**src/rtl/fir_interp_pkg.sv**
```systemverilog
// fir_interp_pkg: shared widths, FSM states, coefficient ROM and round/saturate helper for the pre-CIC interpolator
package fir_interp_pkg;
    localparam int IBITS  = 16;
    localparam int OBITS  = 20;
    localparam int CBITS  = 18;
    localparam int L      = 4;
    localparam int NTAP   = 8;
    localparam int PW     = $clog2(L);
    localparam int KW     = $clog2(NTAP);
    localparam int AWIDTH = IBITS + CBITS + KW;
    localparam int SH     = IBITS + CBITS - 1 - OBITS;
    localparam logic signed [AWIDTH-1:0] RND_HALF = AWIDTH'(1) <<< (SH - 1);
    localparam logic signed [AWIDTH-1:0] SAT_MAX  = AWIDTH'(2 ** (OBITS - 1) - 1);
    localparam logic signed [AWIDTH-1:0] SAT_MIN  = AWIDTH'(-(2 ** (OBITS - 1)));

    typedef enum logic [1:0] {IDLE, MAC, ROUND} state_t;

    // Index is {tap k, phase p}, i.e. n = p + L*k. Tap signs depend only on k (ends negative),
    // and the centre pair is skewed per phase so every phase sums to 2^(CBITS-1).
    function automatic logic signed [CBITS-1:0] coef(input logic [PW+KW-1:0] n);
        int k;
        int p;
        k = int'(n[PW+KW-1:PW]);
        p = int'(n[PW-1:0]);
        return (k == 0 || k == 7) ? CBITS'(-2048) :
               (k == 1 || k == 6) ? CBITS'(6144) :
               (k == 2 || k == 5) ? CBITS'(16384) :
               (k == 3)           ? CBITS'(45056 + 4096 * p) :
                                    CBITS'(45056 - 4096 * p);
    endfunction

    // Round half-up, arithmetic shift by SH, clamp to the signed OBITS range.
    function automatic logic signed [OBITS-1:0] sat_round(input logic signed [AWIDTH-1:0] a);
        logic signed [AWIDTH-1:0] r;
        r = (a + RND_HALF) >>> SH;
        return (r > SAT_MAX) ? SAT_MAX[OBITS-1:0] :
               (r < SAT_MIN) ? SAT_MIN[OBITS-1:0] : r[OBITS-1:0];
    endfunction
endpackage

```
**src/rtl/fir_interp_mac.sv**
```systemverilog
// fir_interp_mac: one lane of the interpolator - sample delay line, serial multiply-accumulate, round/saturate output register
// Ports:
//   i_clock, i_reset : clock, async active-high reset
//   i_shift, i_x     : push i_x into the delay line
//   i_clr            : clear accumulator (start of a computation)
//   i_acc, i_tap     : accumulate d[i_tap] * i_coef
//   i_coef           : coefficient for the current tap
//   i_load           : register sat_round(acc) into o_y
//   o_y              : output sample, held between loads
module fir_interp_mac
    import fir_interp_pkg::*;
(
    input  logic                    i_clock,
    input  logic                    i_reset,
    input  logic                    i_shift,
    input  logic signed [IBITS-1:0] i_x,
    input  logic                    i_clr,
    input  logic                    i_acc,
    input  logic [KW-1:0]           i_tap,
    input  logic signed [CBITS-1:0] i_coef,
    input  logic                    i_load,
    output logic signed [OBITS-1:0] o_y
);
    logic signed [IBITS-1:0]       r_d [NTAP];
    logic signed [AWIDTH-1:0]      r_acc;
    logic signed [IBITS+CBITS-1:0] w_prod;

    assign w_prod = r_d[i_tap] * i_coef;

    always_ff @(posedge i_clock or posedge i_reset) begin
        if (i_reset) begin
            for (int j = 0; j < NTAP; j++) r_d[j] <= '0;
            r_acc <= '0;
            o_y   <= '0;
        end else begin
            if (i_shift) begin
                r_d[0] <= i_x;
                for (int j = 1; j < NTAP; j++) r_d[j] <= r_d[j-1];
            end
            if (i_clr) r_acc <= '0;
            else if (i_acc) r_acc <= r_acc + AWIDTH'(w_prod);
            if (i_load) o_y <= sat_round(r_acc);
        end
    end
endmodule

```
**src/rtl/fir_interp_pre_cic.sv**
```systemverilog
// fir_interp_pre_cic: xL polyphase FIR interpolator feeding the CIC; one serial-MAC output per out_req pulse
// Ports:
//   i_clock, i_reset      : clock, async active-high reset
//   i_x_real, i_x_imag    : input IQ sample, taken when a phase-0 computation starts
//   o_in_req              : one-cycle pulse after a sample was consumed
//   i_out_req             : one-cycle request for the next output
//   o_y_real, o_y_imag    : output IQ sample, updated at the end of ROUND
//   o_busy                : computation in progress
//   o_overrun             : sticky, a request was dropped because one was already pending
module fir_interp_pre_cic
    import fir_interp_pkg::*;
(
    input  logic                    i_clock,
    input  logic                    i_reset,
    input  logic signed [IBITS-1:0] i_x_real,
    input  logic signed [IBITS-1:0] i_x_imag,
    output logic                    o_in_req,
    input  logic                    i_out_req,
    output logic signed [OBITS-1:0] o_y_real,
    output logic signed [OBITS-1:0] o_y_imag,
    output logic                    o_busy,
    output logic                    o_overrun
);
    state_t              r_state;
    logic [PW-1:0]       r_phase;
    logic [KW-1:0]       r_tap;
    logic                r_pending;
    logic                w_start;
    logic                w_shift;
    logic signed [CBITS-1:0] w_coef;

    assign w_start = (r_state == IDLE) && (i_out_req || r_pending);
    assign w_shift = w_start && (r_phase == '0);
    assign w_coef  = coef({r_tap, r_phase});

    always_ff @(posedge i_clock or posedge i_reset) begin
        if (i_reset) begin
            r_state   <= IDLE;
            r_phase   <= '0;
            r_tap     <= '0;
            r_pending <= 1'b0;
            o_overrun <= 1'b0;
            o_in_req  <= 1'b0;
            o_busy    <= 1'b0;
        end else begin
            o_in_req <= w_shift;
            case (r_state)
                IDLE: begin
                    // With both a pending and a fresh request, one is served and the other stays queued.
                    r_pending <= r_pending && i_out_req;
                    if (w_start) begin
                        r_state <= MAC;
                        r_tap   <= '0;
                        o_busy  <= 1'b1;
                    end
                end
                MAC: begin
                    r_tap <= r_tap + 1'b1;
                    if (r_tap == KW'(NTAP - 1)) r_state <= ROUND;
                end
                default: begin
                    r_state <= IDLE;
                    o_busy  <= 1'b0;
                    r_phase <= (r_phase == PW'(L - 1)) ? '0 : r_phase + 1'b1;
                end
            endcase
            if (r_state != IDLE && i_out_req) begin
                if (r_pending) o_overrun <= 1'b1;
                else r_pending <= 1'b1;
            end
        end
    end

    fir_interp_mac u_mac_real (
        .i_clock (i_clock),
        .i_reset (i_reset),
        .i_shift (w_shift),
        .i_x     (i_x_real),
        .i_clr   (w_start),
        .i_acc   (r_state == MAC),
        .i_tap   (r_tap),
        .i_coef  (w_coef),
        .i_load  (r_state == ROUND),
        .o_y     (o_y_real)
    );

    fir_interp_mac u_mac_imag (
        .i_clock (i_clock),
        .i_reset (i_reset),
        .i_shift (w_shift),
        .i_x     (i_x_imag),
        .i_clr   (w_start),
        .i_acc   (r_state == MAC),
        .i_tap   (r_tap),
        .i_coef  (w_coef),
        .i_load  (r_state == ROUND),
        .o_y     (o_y_imag)
    );
endmodule

```
**config.mk**
```make
export PLATFORM = sky130hd
export DESIGN_NAME = fir_interp_pre_cic
export DESIGN_NICKNAME = d
export VERILOG_FILES = /design/src/rtl/fir_interp_pkg.sv /design/src/rtl/fir_interp_mac.sv /design/src/rtl/fir_interp_pre_cic.sv
export SDC_FILE = /design/constraint.sdc
export NUM_CORES = 2
export LEC_CHECK = 0
export BUFFER_PORTS_ARGS = -buffer_cell sky130_fd_sc_hd__buf_4
export CAP_MARGIN = 40
export CORE_ASPECT_RATIO = 1.75
export CORE_MARGIN = 5
export CORE_UTILIZATION = 50
export DETAILED_ROUTE_END_ITERATION = 10
export GPL_TIMING_DRIVEN = 0
export MAX_ROUTING_LAYER = met4
export PLACE_DENSITY = 0.7
export SYNTH_ARGS = -nofsm -noshare
export SYNTH_HDL_FRONTEND = slang
export SYNTH_SLANG_ARGS = --single-unit
```
**constraint.sdc**
```tcl
create_clock -name i_clock -period 24.2 [get_ports i_clock]
set_input_delay 6.05 -clock i_clock [delete_from_list [all_inputs] [get_ports i_clock]]
set_output_delay 6.05 -clock i_clock [all_outputs]
set_load 0.05 [all_outputs]
```
==> flow_summary_export.csv <==
group,metric,value,unit
drt,antenna_left,0,
floorplan,die_w,194,um
worst_hold_path,min_from,"u_mac_imag.r_d[15]",
yosys,synthesis.area,29700,um^2
cells_and_area,layout_common_cells,"nand2_1 (930), inv_1 (441), dfrtp_1 (359)",
yosys,ys_seq_area_share,30.2,%
floorplan,fp.dieH,333,um
setup_path,r2r_slack,13.74,ns
setup_path,crit_type,"flip-flop to flip-flop",
yosys,synth_edf_count,0,
global_route,grt_pass1_wl,120,mm
clock_tree,cts.path.max_buffers,3,
sta,finalCritPeriodShare,43.2,%
floorplan,io_pins,78,
global_route,grt_max_degree,113,
cells_and_area,fin_nets,3830,
setup_path,critPathBufInv,12,
sta,hold_violations,0,
cells_and_area,seqCellArea,8980,um^2
drt,drt_first_pass_iters,5,
global_route,grt_pass1_vias,22700,
global_route,grt_antenna_before_repair,0,
global_route,grtUsageTotal,23.6,%
setup_path,crit_top_cell,"fa_1",
setup_path,cp_slowest_stage_delay,0.77,ns
placement,routabilityCongestion,0.958,
clock_tree,cts_hold_buf,0,
yosys,synth.distinct_cells,67,
cells_and_area,fillers,5254,
sta,timing.final.crit_period,10.46,ns
yosys,synthCells,3131,
placement,placedCellCount,4003,
setup_path,endpoint_kind,"flip-flop",
floorplan,fp.coreArea,59100,um^2
worst_hold_path,hp-class,"flip-flop to flip-flop",
cells_and_area,layout-drive-gt1-share,9.85,%
setup_path,cp.arrival,10.90,ns
clock_tree,cts.clk_slew.worst_paths,0.06,ns
sta,tns,0,ns
sta,rsz0062_at_grt,"no",
outcome,status,"completed",
placement,io_buffers,77,
sta,slew_viol_final,0,
worst_hold_path,hold-path-cell-count,2,
setup_path,critPathRequiredTime,24.64,ns
clock_tree,htreeDepth,2,
yosys,ys.flop_type,"dfrtp_1",
setup_path,rr_worst_depth,30,
sta,timing.fmax,95.6,MHz
clock_tree,cts-buffers-inserted,36,
drt,num_vias,21200,
cells_and_area,multiInputGateArea,18600,um^2
setup_path,critPathSlowestCell,"clkbuf_1",
placement,hpwlAfterDp,59.2,mm
yosys,syn-num-nets,3699,
setup_path,crit_family,"adder cells",
clock_tree,cts-resized-gates,0,
setup_path,start_kind,"flip-flop",
sta,relSlewSlack,37.5,%
setup_path,path_max_fanout,10,
drt,initialDrtViolationCount,1223,
clock_tree,tritoncts,"yes",
floorplan,start_util,50.3,%
sta,setup_violations,0,
cells_and_area,instances_no_fill,4069,
sta,fin_skew,0.0199,ns
clock_tree,cts_sinks,359,
drt,wl,72.0,mm
floorplan,std_cell_rows,118,
clock_tree,cts_root_buf,"clkbuf_16",
global_route,gr-total-overflow,0,
cells_and_area,final_common_cell,"nand2_1",
drt,vias_per_cell,5.22,
drt,drc,0,
cells_and_area,area_growth,10.5,%
yosys,syn_avg_cell_area,9.50,um^2
clock_tree,clock_latency,0.56,ns
job,max_cap_viol_count,0,
sta,worstMarginPinSlew,0.938,ns
clock_tree,cts_setup_buffers,0,
setup_path,timing.rr.start,"r_tap[1]",
cells_and_area,antennaDiodeCount,0,
worst_hold_path,holdPathEnd,"u_mac_imag.r_d[15]",
drt,post_drt_wl_per_cell,17.7,um
floorplan,die-area,64600,um^2
yosys,async_flop_share,100,%
setup_path,r2r-end,"u_mac_imag.r_acc[35]",
yosys,ys_ff_latch,359,
yosys,yosysWarnings,0,
==> how the worst max path moves through the flow <==
stage / endpoint / cells past startpoint / start / slack [ns]
after detailed placement: u_mac_imag.r_acc[35] / 30 / r_tap[1] / 13.84
after CTS: u_mac_imag.r_acc[35] / 30 / r_tap[1] / 13.82
after global routing: u_mac_imag.r_acc[35] / 30 / r_tap[1] / 13.34
after global placement: u_mac_imag.r_d[28] / 2 / i_reset / 4.08
after floorplan: o_busy / 1 / i_reset / 8.19
final: u_mac_imag.r_acc[35] / 30 / r_tap[1] / 13.74
==> flip-flops by register name, summed over array words and instances, names as in the netlist, 3 cells and up <==
signal / cells
u_mac_real.o_y: 20
u_mac_real.r_d: 128
u_mac_imag.r_acc: 26
u_mac_imag.r_d: 128
u_mac_imag.o_y: 20
u_mac_real.r_acc: 26
r_tap: 3
==> layout make-up <==
cell class	count	area share (%)
plain buffers	120	1.53
clock buffers	51	3.25
clock inverters	14	0.803
inverters	444	5.09
multi-input cells	2208	56.6
flip-flops and latches	359	27.3
well taps	780	2.97
repair buffers	93	2.44
==> synth_stat cells, drive strengths merged, types with 3 or more instances <==
cell type | count | share of area (%)
a2111oi | 3 | 0.13
a211oi | 7 | 0.19
a21o | 18 | 0.45
a21oi | 60 | 1.1
a22o | 15 | 0.44
a31o | 4 | 0.12
a31oi | 5 | 0.11
a32o | 3 | 0.10
and2 | 14 | 0.29
and3 | 3 | 0.063
and4 | 5 | 0.15
buf | 22 | 0.45
clkbuf | 98 | 1.2
dfrtp | 359 | 30
fa | 350 | 24
ha | 183 | 7.7
inv | 443 | 5.6
mux2 | 22 | 0.83
mux2i | 22 | 0.74
mux4 | 64 | 4.8
nand2 | 930 | 12
nand2b | 10 | 0.21
nand3 | 25 | 0.44
nand4 | 14 | 0.40
nor2 | 157 | 2.0
nor2b | 5 | 0.11
nor3 | 15 | 0.27
nor4 | 6 | 0.25
o211ai | 3 | 0.076
o21a | 3 | 0.076
o21ai | 102 | 1.7
o21bai | 8 | 0.20
o31ai | 4 | 0.10
or2 | 36 | 0.76
or3 | 5 | 0.11
xnor2 | 47 | 1.4
xor2 | 46 | 1.4
==> routing by layer <==
| layer | track usage [%] | part of all wire [%] |
|---|---|---|
| met3 | 2.45 | 3.7 |
| met5 | - | 0 |
| met2 | 42.2 | 53 |
| met4 | 11.2 | 5.8 |
| met1 | 26.5 | 37 |
==> logic make-up (layout without fill, tap and decap cells) <==
logic type	count (synthesis)	count (layout)	share of synthesized area (%)
XOR/XNOR	93	93	2.74
flip-flops	359	359	30.2
AND/OR/NAND/NOR	1227	1227	16.8
buffers and inverters	564	722	7.30
multiplexers	108	108	6.42
AO/OA/AOI/OAI	247	247	5.24
adder cells (fa/ha/maj)	533	533	31.3
==> through the flow <==
step | area, um^2 | utilization (%) | setup WS (ns) | hold slack, ns
5_1_grt | 32900 | 55.6 | 13.34 | 0.498
3_3_place_gp | 31300 | 53.0 | 4.08 | 0.453
3_5_place_dp | 31500 | 53.4 | 13.84 | 0.461
4_1_cts | 32900 | 55.6 | 13.82 | 0.476
2_1_floorplan | 29700 | - | 8.19 | 0.441
6_report | 32900 | 55.6 | 13.74 | 0.474
==> tightest hold or removal path: stages, from the launching register on <==
cell and delay (ns):
dfrtp_1 0.34, nand2_1 0.05, nand2_1 0.06
Power is not shown: default switching activity piles up to over one toggle a cycle in this logic, so the estimate is an artifact.
